[src/rtl/traffic_request_conditioner.sv]
// Input conditioning for a traffic light controller: synchronizes and debounces
// two vehicle detectors and a pedestrian button, latching pedestrian requests.
module traffic_request_conditioner #(
    parameter int unsigned DEBOUNCE = 4,
    parameter int unsigned MAX_WAIT = 20
) (
    input  logic clk,
    input  logic rst_n,
    input  logic raw_car_ns,
    input  logic raw_car_ew,
    input  logic raw_ped_btn,
    input  logic walk_active,
    output logic car_ns,
    output logic car_ew,
    output logic ped_button,
    output logic ped_urgent
);

    localparam int unsigned CNT_W  = $clog2(DEBOUNCE + 1);
    localparam int unsigned WAIT_W = $clog2(MAX_WAIT + 1);
    localparam logic [CNT_W-1:0]  CNT_LAST = CNT_W'(DEBOUNCE - 1);
    localparam logic [WAIT_W-1:0] WAIT_MAX = WAIT_W'(MAX_WAIT);

    // Channel index: 0 = N-S detector, 1 = E-W detector, 2 = pedestrian button.
    logic [2:0]       w_raw;
    logic [2:0]       r_meta;
    logic [2:0]       r_sync;
    logic [2:0]       r_d;
    logic [CNT_W-1:0] r_cnt [3];

    assign w_raw = {raw_ped_btn, raw_car_ew, raw_car_ns};

    // NOTE: sequential state uses non-blocking assignments so every flop samples
    // pre-edge values, which is what makes the two-stage synchronizer a pipeline.
    always_ff @(posedge clk or negedge rst_n) begin
        if (!rst_n) begin
            r_meta <= '0;
            r_sync <= '0;
            r_d    <= '0;
            for (int i = 0; i < 3; i++) begin
                r_cnt[i] <= '0;
            end
        end else begin
            r_meta <= w_raw;
            r_sync <= r_meta;
            for (int i = 0; i < 3; i++) begin
                if (r_sync[i] == r_d[i]) begin
                    r_cnt[i] <= '0;
                end else if (r_cnt[i] == CNT_LAST) begin
                    r_d[i]   <= r_sync[i];
                    r_cnt[i] <= '0;
                end else begin
                    r_cnt[i] <= r_cnt[i] + CNT_W'(1);
                end
            end
        end
    end

    logic              r_d_prev;
    logic              r_ped_button;
    logic              r_ped_urgent;
    logic [WAIT_W-1:0] r_wait;
    logic              w_rise;
    logic              w_btn_next;
    logic [WAIT_W-1:0] w_wait_next;
    logic              w_urgent_next;

    assign w_rise = r_d[2] & ~r_d_prev;

    // NOTE: every always_comb output gets a default first so no path can infer a latch.
    always_comb begin
        w_btn_next  = r_ped_button;
        w_wait_next = r_wait;
        if (walk_active) begin
            // A clear beats a simultaneous rise; the press is simply lost.
            w_btn_next  = 1'b0;
            w_wait_next = '0;
        end else if (r_ped_button) begin
            if (r_wait != WAIT_MAX) begin
                w_wait_next = r_wait + WAIT_W'(1);
            end
        end else if (w_rise) begin
            w_btn_next = 1'b1;
        end
        w_urgent_next = w_btn_next && (w_wait_next == WAIT_MAX);
    end

    always_ff @(posedge clk or negedge rst_n) begin
        if (!rst_n) begin
            r_d_prev     <= 1'b0;
            r_ped_button <= 1'b0;
            r_wait       <= '0;
            r_ped_urgent <= 1'b0;
        end else begin
            r_d_prev     <= r_d[2];
            r_ped_button <= w_btn_next;
            r_wait       <= w_wait_next;
            r_ped_urgent <= w_urgent_next;
        end
    end

    assign car_ns     = r_d[0];
    assign car_ew     = r_d[1];
    assign ped_button = r_ped_button;
    assign ped_urgent = r_ped_urgent;

endmodule

[config.mk]
export PLATFORM = sky130hd
export DESIGN_NAME = traffic_request_conditioner
export DESIGN_NICKNAME = d
export VERILOG_FILES = /design/src/rtl/traffic_request_conditioner.sv
export SDC_FILE = /design/constraint.sdc
export NUM_CORES = 1
export LEC_CHECK = 0
export ABC_AREA = 1
export BUFFER_PORTS_ARGS = -buffer_cell sky130_fd_sc_hd__buf_4
export CELL_PAD_IN_SITES_DETAIL_PLACEMENT = 0
export CELL_PAD_IN_SITES_GLOBAL_PLACEMENT = 2
export CORE_MARGIN = 5
export CORE_UTILIZATION = 36
export DETAILED_ROUTE_END_ITERATION = 10
export PLACE_DENSITY_LB_ADDON = 0.1
export SYNTH_ARGS = -nofsm -noshare
export SYNTH_HDL_FRONTEND = slang
export SYNTH_SLANG_ARGS = --single-unit
[constraint.sdc]
create_clock -name clk -period 1.5 [get_ports clk]
set_input_delay 0.225 -clock clk [delete_from_list [all_inputs] [get_ports clk]]
set_output_delay 0.225 -clock clk [all_outputs]
set_load 0.01 [all_outputs]
==> results.rst <==
.. list-table::
   :header-rows: 1

   * - Metric
     - Value
   * - Outcome
     - finished clean
   * - Worst Tran Pin Value
     - 0.375 ns
   * - Setup repair after global routing missed its margin
     - false
   * - Most used cells in the layout excluding fill and tap cells
     - 26 x sky130_fd_sc_hd__dfrtp_1, 19 x sky130_fd_sc_hd__nand2_1, 18 x sky130_fd_sc_hd__inv_1
   * - Setup clock skew after layout
     - 0.00669 ns
   * - Max stage delay cell, worst path
     - sky130_fd_sc_hd__dfrtp_1
   * - Period utilisation layout
     - 88.6%
   * - Top cell family by delay on the critical path
     - simple AND/OR/NAND/NOR gates
   * - Path category of the worst min-delay check
     - input pin to flip-flop
   * - Placed wire-length estimate after detailed placement
     - 1240 um
   * - Compound-cell area share of the yosys netlist
     - under 10%
   * - H-Tree Level Count
     - 1
   * - Area delta synth->final
     - 15.9%
   * - Relative max-transition margin
     - 75.0%
   * - Part of the total power dissipated in the clock network
     - 19.6%
   * - Number of global-route vias before repair
     - 724
   * - Final Setup Violations
     - 0
   * - Number of diodes
     - 0
   * - Post-route worst setup slack
     - 0.172 ns
   * - # Max-Cap Violations
     - 0
   * - Cell internal power dissipation
     - 1.22 mW
   * - Height of the chip
     - 65.1 um
   * - Number of antenna violations at the first check in global routing
     - 0
   * - Clock tree buffer depth
     - 2
   * - Synthesized flop and latch total
     - 26
   * - DRC Markers
     - 0
   * - Worst-case vdd ir drop
     - 0.581 mV
   * - Peak fanout along the critical path
     - 4
   * - Delay of the slowest cell on the worst path
     - 0.42 ns
   * - Overflow left after global routing
     - 0
   * - Fraction of power spent switching nets
     - 30.9%
   * - Required time reported for the critical path endpoint
     - 1.76 ns
   * - Number of CTS-inserted buffers
     - 3
   * - Clock sink count
     - 26
   * - Netlist Area Pre-Place
     - ~1100 um^2
   * - Largest net degree at the start of global routing
     - 27
   * - Clock insertion delay at the later pin of the skew report
     - between 0.3 and 0.4 ns
   * - Total of fill cells in the finished design
     - 289
   * - Combinational cell fraction of total power
     - 25.4%
   * - Setup tns final
     - 0 ns
   * - NumNets Final
     - around 130
   * - Critical Path End Type
     - flip-flop
   * - Die width
     - about 65 um
   * - Register area
     - about 650 um^2
   * - Total GRT Usage
     - 9.71%
   * - Library cell used as clock root buffer
     - sky130_fd_sc_hd__clkbuf_4
   * - Last weighted congestion value of the routability-driven placer
     - 0.712
   * - Minimum period implied by the final worst setup slack
     - between 1 and 1.5 ns
   * - Cell count after synthesis
     - 106
   * - Die Area
     - around 4200 um^2
   * - Boundary pin count
     - 10
   * - Synth Warn #
     - 0
   * - Final count of hold timing violations
     - 0
   * - F_max
     - 0.753 GHz
   * - First-pass GRT wire length
     - 3120 um
   * - Number of pins with negative max-slew slack in the final report
     - 0
   * - Clk pin slew, worst setup/hold paths
     - about 0.13 ns
   * - WL final
     - 1660 um
   * - Residual antenna-violating net count after detailed routing
     - 0
   * - Sequential cell area fraction in the yosys report
     - 59.4%
   * - Count of vias placed by the detailed router
     - 696
   * - Power Density
     - 1400 nW/um^2
   * - Adder and majority cell fraction of the synthesized area
     - 5.71%
   * - Fraction of synthesized area in multiplexers
     - 2.06%
   * - Fraction of the mapped netlist area in simple logic gates
     - 19.0%
   * - Most common cell after layout, fill and taps aside
     - sky130_fd_sc_hd__dfrtp_1
   * - Count of buffering cells on the critical path with inverters included
     - 1
   * - Mean post-synth cell area
     - just over 10 um^2
   * - Worst setup path category
     - flip-flop to flip-flop
   * - Placement row count
     - 20
   * - XOR/XNOR Fraction of Synth Area
     - 2.40%
   * - Combinational family with the most area after synthesis
     - simple AND/OR/NAND/NOR gates
   * - Seq pwr share
     - 55.0%
   * - DRT iter0 DRCs
     - 39
   * - Initial cell density of the core
     - about 37%
   * - Critical path's most frequent cell
     - sky130_fd_sc_hd__nor2_1
   * - Via-to-Cell Ratio
     - 4.49
   * - DR pass1 iterations
     - 4
   * - Power spent charging and discharging nets
     - between 0.5 and 0.6 mW
   * - Leakage
     - between 0.6 and 0.7 nW
   * - Worst slack after detailed placement
     - 0.191 ns
   * - Total nets after synthesis
     - 117
   * - Port bufs
     - 9
   * - Resize count post-CTS
     - 0
   * - Area of the core
     - 2980 um^2
   * - Cell Chain, Critical Path
     - inv_1 -> ha_1 -> nor2_1 -> nor2_1 -> nor2_1 -> nand3_1 -> nor2_1
   * - Post-DR wirelength/cell
     - 10.7 um
   * - Multi-input gate area in the final layout
     - 362 um^2
   * - Nature of the critical path startpoint
     - flip-flop
   * - CP Data Arrival Time
     - 1.59 ns
   * - CTS tree
     - done
   * - Share of post-route cells with drive strength above 1
     - 18.9%
   * - Synth cell types
     - 21
==> synth_stat cells <==
| master | n | area (um^2) |
|---|---|---|
| sky130_fd_sc_hd__nor3_1 | 3 | 15.0 |
| sky130_fd_sc_hd__nor3b_1 | 3 | 22.5 |
| sky130_fd_sc_hd__inv_2 | 1 | 3.75 |
| sky130_fd_sc_hd__ha_1 | 5 | 62.6 |
| sky130_fd_sc_hd__nand3_1 | 4 | 20.0 |
| sky130_fd_sc_hd__o21ai_1 | 1 | 5.00 |
| sky130_fd_sc_hd__nor2_4 | 1 | 11.3 |
| sky130_fd_sc_hd__nand2_1 | 19 | 71.3 |
| sky130_fd_sc_hd__o21ai_0 | 3 | 15.0 |
| sky130_fd_sc_hd__xnor2_1 | 3 | 26.3 |
| sky130_fd_sc_hd__nand3_2 | 1 | 10.0 |
| sky130_fd_sc_hd__nand2_4 | 1 | 11.3 |
| sky130_fd_sc_hd__a21oi_1 | 1 | 5.00 |
| sky130_fd_sc_hd__nor2_1 | 9 | 33.8 |
| sky130_fd_sc_hd__a21oi_2 | 2 | 17.5 |
| sky130_fd_sc_hd__nand2_2 | 1 | 6.26 |
| sky130_fd_sc_hd__dfrtp_1 | 26 | 651 |
| sky130_fd_sc_hd__nor2_2 | 1 | 6.26 |
| sky130_fd_sc_hd__buf_6 | 1 | 11.3 |
| sky130_fd_sc_hd__inv_1 | 18 | 67.6 |
| sky130_fd_sc_hd__mux2_2 | 2 | 22.5 |
==> repair_timing <==
item / 4_1_cts / 5_1_grt
endpoints found under the hold margin: 29 / 0
buffers inserted: 0 / 0
hold buffers: 4 / 0
==> through the flow <==
stage / hold slack [ns] / std cells / instance area (um^2) / util [%] / total power [mW]
6_report: 0.0677 / 155 / 1270 / 42.6 / 1.77
2_1_floorplan: -0.0706 / 106 / 1090 / - / 1.30
4_1_cts: 0.0608 / 155 / 1270 / 42.6 / 1.81
3_5_place_dp: 0.152 / 147 / 1190 / 40.0 / 1.45
3_3_place_gp: 0.149 / 147 / 1190 / 40.0 / 1.44
5_1_grt: 0.0491 / 155 / 1270 / 42.6 / 1.93
==> flip-flops by register name (all words and copies together) (netlist names) <==
| name | cells |
|---|---|
| r_d | 3 |
| r_wait | 5 |
| r_d_prev | 1 |
| r_cnt | 9 |
| ped_urgent | 1 |
| r_sync | 3 |
| r_meta | 3 |
| ped_button | 1 |
==> cell type report <==
type	instances	area share (%)
Sequential cell	26	51.3
Clock buffer	4	2.86
Timing Repair Buffer	13	8.48
Multi-Input combinational cell	60	28.5
Tap cell	33	3.25
Inverter	19	5.62
==> power by group through the flow <==
| stage | sequential (mW) | combinational, mW | clock (mW) |
|---|---|---|---|
| 2_1_floorplan | 0.963 | 0.337 | 0 |
| 3_3_place_gp | 0.981 | 0.454 | 0 |
| 3_5_place_dp | 0.995 | 0.453 | 0 |
| 4_1_cts | 0.980 | 0.464 | 0.368 |
| 5_1_grt | 0.995 | 0.539 | 0.397 |
| 6_report | 0.976 | 0.450 | 0.347 |
==> metal layers <==
layer	vias up	wire [um]	track usage, %
li1	357	-	-
met1	326	790	12.8
met2	8	783	14.4
met3	5	44	2.56
met4	0	44	5.44
met5	-	0	0
==> cell families (layout without fill, tap and decap cells) <==
| logic type | count (synthesis) | in the layout |
|---|---|---|
| AO/OA/AOI/OAI | 7 | 7 |
| flip-flops | 26 | 26 |
| buffers and inverters | 20 | 36 |
| AND/OR/NAND/NOR | 43 | 43 |
| adder cells (fa/ha/maj) | 5 | 5 |
| multiplexers | 2 | 2 |
| XOR/XNOR | 3 | 3 |
==> path summary, 6_finish.rpt <==
kind                                   from    endpoint  slack, ns  depth (start not counted)
worst max-delay path              r_wait[0]  ped_urgent       0.17                          7
worst min-delay path            walk_active   r_wait[2]       0.07                          2
worst max register to register    r_wait[0]  ped_urgent       0.17                          7
worst min register to register    r_meta[1]   r_sync[1]       0.37                          0
max in group asynchronous             rst_n   r_wait[3]       0.93                          2
min in group asynchronous             rst_n   r_meta[2]       0.33                          2
Power figures use the tool's default switching activity.
